`src/rtl/io_pad_power_seq.sv`:
```
// IO pad power sequencer: qualifies both supplies, then releases isolation,
// core reset and pad output-enable in order; any supply loss drops all three at once.
module io_pad_power_seq #(
  parameter int unsigned SYNC_STAGES = 2,
  parameter int unsigned RAMP_CYCLES = 16,
  parameter int unsigned HOLD_CYCLES = 8
) (
  input  logic       ck,
  input  logic       nrst,
  input  logic       vdd_ok,
  input  logic       vddio_ok,
  input  logic       enable,
  output logic       iso,
  output logic       por_n,
  output logic       pad_oe_en,
  output logic [2:0] state,
  output logic [3:0] fault_cnt
);

  localparam int unsigned TIMER_W    = 8;
  localparam int unsigned CNT_W      = 4;
  localparam int unsigned RST_STAGES = 2;

  localparam logic [TIMER_W-1:0] RAMP_LAST = TIMER_W'(RAMP_CYCLES - 1);
  localparam logic [TIMER_W-1:0] HOLD_LAST = TIMER_W'(HOLD_CYCLES - 1);
  localparam logic [CNT_W-1:0]   CNT_MAX   = {CNT_W{1'b1}};

  typedef enum logic [2:0] {
    ST_OFF    = 3'd0,
    ST_RAMP   = 3'd1,
    ST_HOLD   = 3'd2,
    ST_OEWAIT = 3'd3,
    ST_ON     = 3'd4,
    ST_FAULT  = 3'd5
  } state_e;

  logic [RST_STAGES-1:0]  rst_sync_q, rst_sync_d;
  logic [SYNC_STAGES-1:0] vdd_sync_q, vdd_sync_d;
  logic [SYNC_STAGES-1:0] vddio_sync_q, vddio_sync_d;
  state_e                 state_q, state_d;
  logic [TIMER_W-1:0]     timer_q, timer_d;
  logic [CNT_W-1:0]       fault_cnt_q, fault_cnt_d;
  logic                   iso_q, iso_d;
  logic                   por_n_q, por_n_d;
  logic                   pad_oe_en_q, pad_oe_en_d;

  logic rst_done;
  logic sup_ok;
  logic fault_evt;

  // Synchronizer shift paths; the reset synchronizer shifts in a constant 1.
  always_comb begin
    rst_sync_d   = {rst_sync_q[RST_STAGES-2:0], 1'b1};
    vdd_sync_d   = {vdd_sync_q[SYNC_STAGES-2:0], vdd_ok};
    vddio_sync_d = {vddio_sync_q[SYNC_STAGES-2:0], vddio_ok};
  end

  assign rst_done = rst_sync_q[RST_STAGES-1];
  assign sup_ok   = vdd_sync_q[SYNC_STAGES-1] & vddio_sync_q[SYNC_STAGES-1];

  // Next-state, timer, fault counter and output decode.
  always_comb begin
    state_d     = state_q;
    timer_d     = timer_q;
    fault_cnt_d = fault_cnt_q;
    fault_evt   = 1'b0;
    iso_d       = 1'b1;
    por_n_d     = 1'b0;
    pad_oe_en_d = 1'b0;

    case (state_q)
      ST_OFF: begin
        timer_d = '0;
        if (rst_done && enable && sup_ok) begin
          state_d = ST_RAMP;
        end
      end

      ST_RAMP: begin
        if (!sup_ok || !enable) begin
          state_d = ST_OFF;
          timer_d = '0;
        end else if (timer_q == RAMP_LAST) begin
          state_d = ST_HOLD;
          timer_d = '0;
        end else begin
          timer_d = timer_q + TIMER_W'(1);
        end
      end

      ST_HOLD: begin
        if (!sup_ok) begin
          state_d   = ST_FAULT;
          timer_d   = '0;
          fault_evt = 1'b1;
        end else if (timer_q == HOLD_LAST) begin
          state_d = ST_OEWAIT;
          timer_d = '0;
        end else begin
          timer_d = timer_q + TIMER_W'(1);
        end
      end

      ST_OEWAIT: begin
        timer_d = '0;
        if (!sup_ok) begin
          state_d   = ST_FAULT;
          fault_evt = 1'b1;
        end else begin
          state_d = ST_ON;
        end
      end

      ST_ON: begin
        timer_d = '0;
        // Supply loss outranks a simultaneous shutdown request.
        if (!sup_ok) begin
          state_d   = ST_FAULT;
          fault_evt = 1'b1;
        end else if (!enable) begin
          state_d = ST_OFF;
        end
      end

      ST_FAULT: begin
        timer_d = '0;
        if (!enable) begin
          state_d = ST_OFF;
        end
      end

      default: begin
        state_d = ST_FAULT;
        timer_d = '0;
      end
    endcase

    if (fault_evt && (fault_cnt_q != CNT_MAX)) begin
      fault_cnt_d = fault_cnt_q + CNT_W'(1);
    end

    // Outputs are decoded from the next state so they change on the same edge as state.
    case (state_d)
      ST_HOLD: begin
        iso_d = 1'b0;
      end
      ST_OEWAIT: begin
        iso_d   = 1'b0;
        por_n_d = 1'b1;
      end
      ST_ON: begin
        iso_d       = 1'b0;
        por_n_d     = 1'b1;
        pad_oe_en_d = 1'b1;
      end
      default: begin
        iso_d       = 1'b1;
        por_n_d     = 1'b0;
        pad_oe_en_d = 1'b0;
      end
    endcase
  end

  always_ff @(posedge ck or negedge nrst) begin
    if (!nrst) begin
      rst_sync_q   <= '0;
      vdd_sync_q   <= '0;
      vddio_sync_q <= '0;
      state_q      <= ST_OFF;
      timer_q      <= '0;
      fault_cnt_q  <= '0;
      iso_q        <= 1'b1;
      por_n_q      <= 1'b0;
      pad_oe_en_q  <= 1'b0;
    end else begin
      rst_sync_q   <= rst_sync_d;
      vdd_sync_q   <= vdd_sync_d;
      vddio_sync_q <= vddio_sync_d;
      state_q      <= state_d;
      timer_q      <= timer_d;
      fault_cnt_q  <= fault_cnt_d;
      iso_q        <= iso_d;
      por_n_q      <= por_n_d;
      pad_oe_en_q  <= pad_oe_en_d;
    end
  end

  assign iso       = iso_q;
  assign por_n     = por_n_q;
  assign pad_oe_en = pad_oe_en_q;
  assign state     = state_q;
  assign fault_cnt = fault_cnt_q;

endmodule

```
`config.mk`:
```
export PLATFORM = sky130hd
export DESIGN_NAME = io_pad_power_seq
export DESIGN_NICKNAME = d
export VERILOG_FILES = /design/src/rtl/io_pad_power_seq.sv
export SDC_FILE = /design/constraint.sdc
export NUM_CORES = 1
export LEC_CHECK = 0
export BUFFER_PORTS_ARGS = -buffer_cell sky130_fd_sc_hd__buf_2
export CORE_MARGIN = 3
export CORE_UTILIZATION = 58
export CTS_CLUSTER_SIZE = 20
export DETAILED_ROUTE_END_ITERATION = 10
export PLACE_DENSITY_LB_ADDON = 0.05
export SLEW_MARGIN = 20
export SYNTH_ARGS = -nofsm -noshare
export SYNTH_HDL_FRONTEND = slang
export SYNTH_SLANG_ARGS = --single-unit
```
`constraint.sdc`:
```
create_clock -name ck -period 2.9 [get_ports ck]
set_input_delay 0.58 -clock ck [delete_from_list [all_inputs] [get_ports ck]]
set_output_delay 0.58 -clock ck [all_outputs]
set_load 0.01 [all_outputs]
```
# Word level (Yosys, flattened, before mapping)
# Cells that the tools add are included.
[totals] ff_bits=24 latchBits=0 ramBits=0 mem_bits_ro=0 input_bits=5 output_inout_bits=10 wordCells=52 mem_count=0
[classes] add_sub_neg=2 mul=0 n_div=0 order_cmp=0 eq_ne=11 shifts=0 muxes=19 bitwise_logic=1 n_reduce_logical=10
[op_table] operator="2-to-1 mux 8 bit" n=4
[op_table] operator="2-to-1 mux 3 bit" n=7
[op_table] operator="case mux 3 bit (6 select lines)" n=1
[op_table] operator="case mux 8 bit (2 select lines)" n=1
[op_table] operator="== test 3 x 2 -> 1 bit (second input constant)" n=4
[op_table] operator="== test 3 bit (second input constant)" n=3
[op_table] operator="adder 8 x 1 -> 8 bit (second input constant)" n=1
[op_table] operator="== test 8 x 3 -> 1 bit (second input constant)" n=1
[op_table] operator="== test 8 x 4 -> 1 bit (second input constant)" n=1
[op_table] operator="2-to-1 mux 1 bit" n=6
[op_table] operator="OR reduction 3 bit" n=2
[op_table] operator="adder 4 x 1 -> 4 bit (second input constant)" n=1
[op_table] operator="!= test 4 bit (second input constant)" n=1
[op_table] operator="== test 3 x 1 -> 1 bit (second input constant)" n=1
[op_table] operator="logical AND 1 bit" n=3
[op_table] operator="zero test 3 bit" n=1
[op_table] operator="zero test 1 bit" n=2
[op_table] operator="OR reduction 2 bit" n=1
[op_table] operator="AND 1 bit" n=1
[op_table] operator="logical OR 1 bit" n=1

# Longest topological paths before layout
[depth] ltp_word=8 ltp_mapped=5 depth_no_buf=5

# Worst setup path after synthesis
# OpenSTA, ideal clock, no wires.
[synth_timing] path_kind="reg2reg" start="register state_q[2] (netlist: state[2])" end="register por_n_q (netlist: por_n)" setup_ps=125 arrival_time_ps=1560 required_ps=2775 path_slack_ps=1215 path_stages_with_launch=6 path_buffers=0 synth_period_minus_slack_ps=1685 cell_sequence="dfrtp_1 nand3b_4 or4_4 nand3_2 a21o_2 mux2_4"
[synth_between] elab_cells_between_ends=18 classes_between="eq/ne (7); mux (9); reduce/logical (2)"
[synth_lines] item="start: declaration" line="40" source="state_e state_q, state_d;"
[synth_lines] item="start signal: assignment" line="179" source="state_q <= state_d;"
[synth_lines] item="== test 3 bit, or another cell as far along" line="71" source="case (state_q)"
[synth_lines] item="case mux 3 bit (6 select lines) (*)" line="71"
[synth_lines] item="net state_d[0]" line="40"
[synth_lines] item="== test 3 bit or == test 3 x 2 -> 1 bit (tied branches)" line="143" source="case (state_d)"
[synth_lines] item="OR reduction 2 bit (no line) (*)"
[synth_lines] item="2-to-1 mux 1 bit (*)" line="143"
[synth_lines] item="net por_n_d" line="44" source="logic por_n_q, por_n_d;"
[synth_lines] item="end signal: assignment" line="183" source="por_n_q <= por_n_d;"
[synth_lines] item="end: declaration" line="44"
# The timed path passes the listed nets; every way through them passes the cells marked *.
# A chain may end at the register's enable or synchronous reset.

# Final worst setup path
# Same ends and word-level chain as after synthesis.

==> qor.yml <==
yosys.area.top_type: "dfrtp_1"
die_x_um: 48.21
grt_pass1_wl_um: 2801
p_int_uw: 653.6
first_pass_iters: 4
clk_latency_ps: 310
period_share_pct: 60.43
switching_share_pct: 28.70
crit_required_ps: 3100
drive_above_1_share_pct: 26.92
p_comb_share_pct: 24.9
overflow: 0
first_global_vias: 642
post-route-util_pct: 74.41
period_minus_slack_ps: 1752
post-route-drc-count: 0
cap_violations: 0
critPathKind: "flop to flop"
antenna_found_initial: 0
worstMarginPinSlew_ps: 510.5
clk_pin_slew_ps: 130
pin_count: 15
syn_nets: 93
synth.most_common_cell: "dfrtp_1"
setup_tns_ps: 0
hp-class: "primary input to asynchronous set/reset pin"
fmax_mhz: 570.7
synth-main-ff-cell: "dfrtp_1"
synth_top_area_share_pct: 55.69
final_antenna_net_count: 0
routed_via_density: 5.203
routedWlPerCell_um: 12.58
clock_sinks: 24
skew_ps: 9.261
num_rows: 14
pwr-share-clk_pct: 25.5
synth-seq-cells: 24
post-cts-setup-buffer-count: 0
fin_cells: 128
antenna_cells: 0
netlist_instances: 86
fp.dieH_um: 48.21
drtIter0Drc: 6
cts_buffers: 3
initial_core_util_pct: 64.84
rsz0062_at_grt: "no"
tritoncts: "built"
gr-usage-all-layers_pct: 17.60
gp_congestion: 0.7830
power.leakage_uw: 0.0005569
p_per_area_nw_per_um2: 772.9
synth_area_um2: 1033
synth_area_leaders: "dfrtp_1 (56%), xor2_1 (4.2%), nor2_1 (3.6%), xnor2_1 (3.4%), dfstp_2 (2.5%)"
routed_wl_um: 1610
grt_max_degree: 25
final-hold-violation-count: 0
cp_max_fo: 7
worstSetupStartpointType: "flop"
synth_edf_count: 0
cts_hold_buf: 0
core_um2: 1594
seq_power_share_pct: 49.6
max_slew_margin_pct: 65.96
async_flop_share_pct: 100.0
cts.repair.resized: 0
fin_hold_ws_ps: 220.3
syn_area_per_cell_um2: 12.02
synthToLayoutAreaGrowth_pct: 14.77
ys_types: 35
fp.dieArea_um2: 2324
dp_hpwl_um: 1208
status: "complete, no violations"
h-tree-depth: 1
ys_top_cells_by_count: "dfrtp_1 (23), nor2_1 (10), nand3_1 (5), xor2_1 (5)"
setup_violations: 0
cts_buffer_depth: 2
yosysWarnings: 0
seq_area_frac_synth_pct: 58.23
num_vias: 666
nets: 112
critPathArrivalTime_ps: 1950
ir_drop_uv: 843.2
root_buffer: "clkbuf_4"
io_buffers: 14
place_inst: 124
power.net_switching_uw: 263.1
slew_violations: 0
end_kind: "flop"
-- critical path, cell delays in order (launching register included) --
cell and delay [ps]:
dfrtp_1 460, nand3b_4 220, or4_4 490, nand3_2 80, a21o_2 110, mux2_4 290
-- kinds of logic (layout without fill, tap and decap cells) --
group | count (synthesis) | after routing | synth area share (%)
simple gates | 35 | 35 | 20.46
other cells | 1 | 1 | 0.3628
xor+xnor | 9 | 9 | 7.627
mux | 2 | 2 | 2.542
flops | 24 | 24 | 58.23
fa+ha+maj | 2 | 2 | 2.421
compound gates | 11 | 11 | 7.628
buf+inv | 2 | 20 | 0.7267
-- final cells by class --
cell class              count  area [um^2]
repair buffers             14        70.07
fillers                   120        407.9
clock inverters             1        30.03
flip-flops and latches     24        601.8
well taps                  24        30.03
multi-input cells          60        424.2
clock buffers               3        22.52
inverters                   2        7.507
-- final timing paths --
check / slack [ps] / cells after the start / start / endpoint
worst max-delay path: 1150 / 5 / state[2]$_DFF_PN0_ / por_n$_DFF_PN0_
worst min-delay path: 220 / 1 / nrst / timer_q[6]$_DFF_PN0_
worst max register to register: 1150 / 5 / state[2]$_DFF_PN0_ / por_n$_DFF_PN0_
worst min register to register: 360 / 0 / vdd_sync_q[0]$_DFF_PN0_ / vdd_sync_q[1]$_DFF_PN0_
max in group asynchronous: 2310 / 1 / nrst / iso$_DFF_PN1_
min in group ck: 360 / 0 / vdd_sync_q[0]$_DFF_PN0_ / vdd_sync_q[1]$_DFF_PN0_
-- registers in the layout, indices dropped and copies added (netlist names) --
signal,cells
por_n,1
state,3
timer_q,8
vddio_sync_q,2
pad_oe_en,1
rst_sync_q,2
vdd_sync_q,2
iso,1
fault_cnt,4
-- routing by layer --
metal / GRT usage [%] / part of all wire (%)
met5: 0 / 0
met4: 9.677 / 1.1
met3: 3.321 / 2.7
met2: 26.82 / 46
met1: 23.57 / 50
-- metrics by stage --
| step | cell area, um^2 | power (uW) | setup WS [ps] |
|---|---|---|---|
| after floorplan | 1033 | 604.9 | 1215 |
| after global placement | 1134 | 687.3 | 1131 |
| after detailed placement | 1134 | 693.9 | 1106 |
| after CTS | 1186 | 930.1 | 1162 |
| after global routing | 1186 | 984.2 | 1106 |
| final | 1186 | 916.7 | 1148 |
-- power groups by stage --
stage	sequential [uW]	combinational [uW]	clock, uW
2_1_floorplan	482	123	0
3_3_place_gp	461	227	0
3_5_place_dp	462	232	0
4_1_cts	456	232	243
5_1_grt	469	260	256
6_report	455	228	234
-- placed cells by master, fill, tap and decap left out, types with 2 or more instances in the layout --
master and count:
clkbuf_4 3, buf_2 14, nand3_1 5, o21ai_0 2
inv_1 2, xnor2_1 4, ha_1 2, xor2_1 5
nand4_1 2, nand2_1 4, nor2_1 10, a21oi_1 2
dfrtp_1 23, and3_1 2
Note: power is estimated with default switching activity, not from simulation.
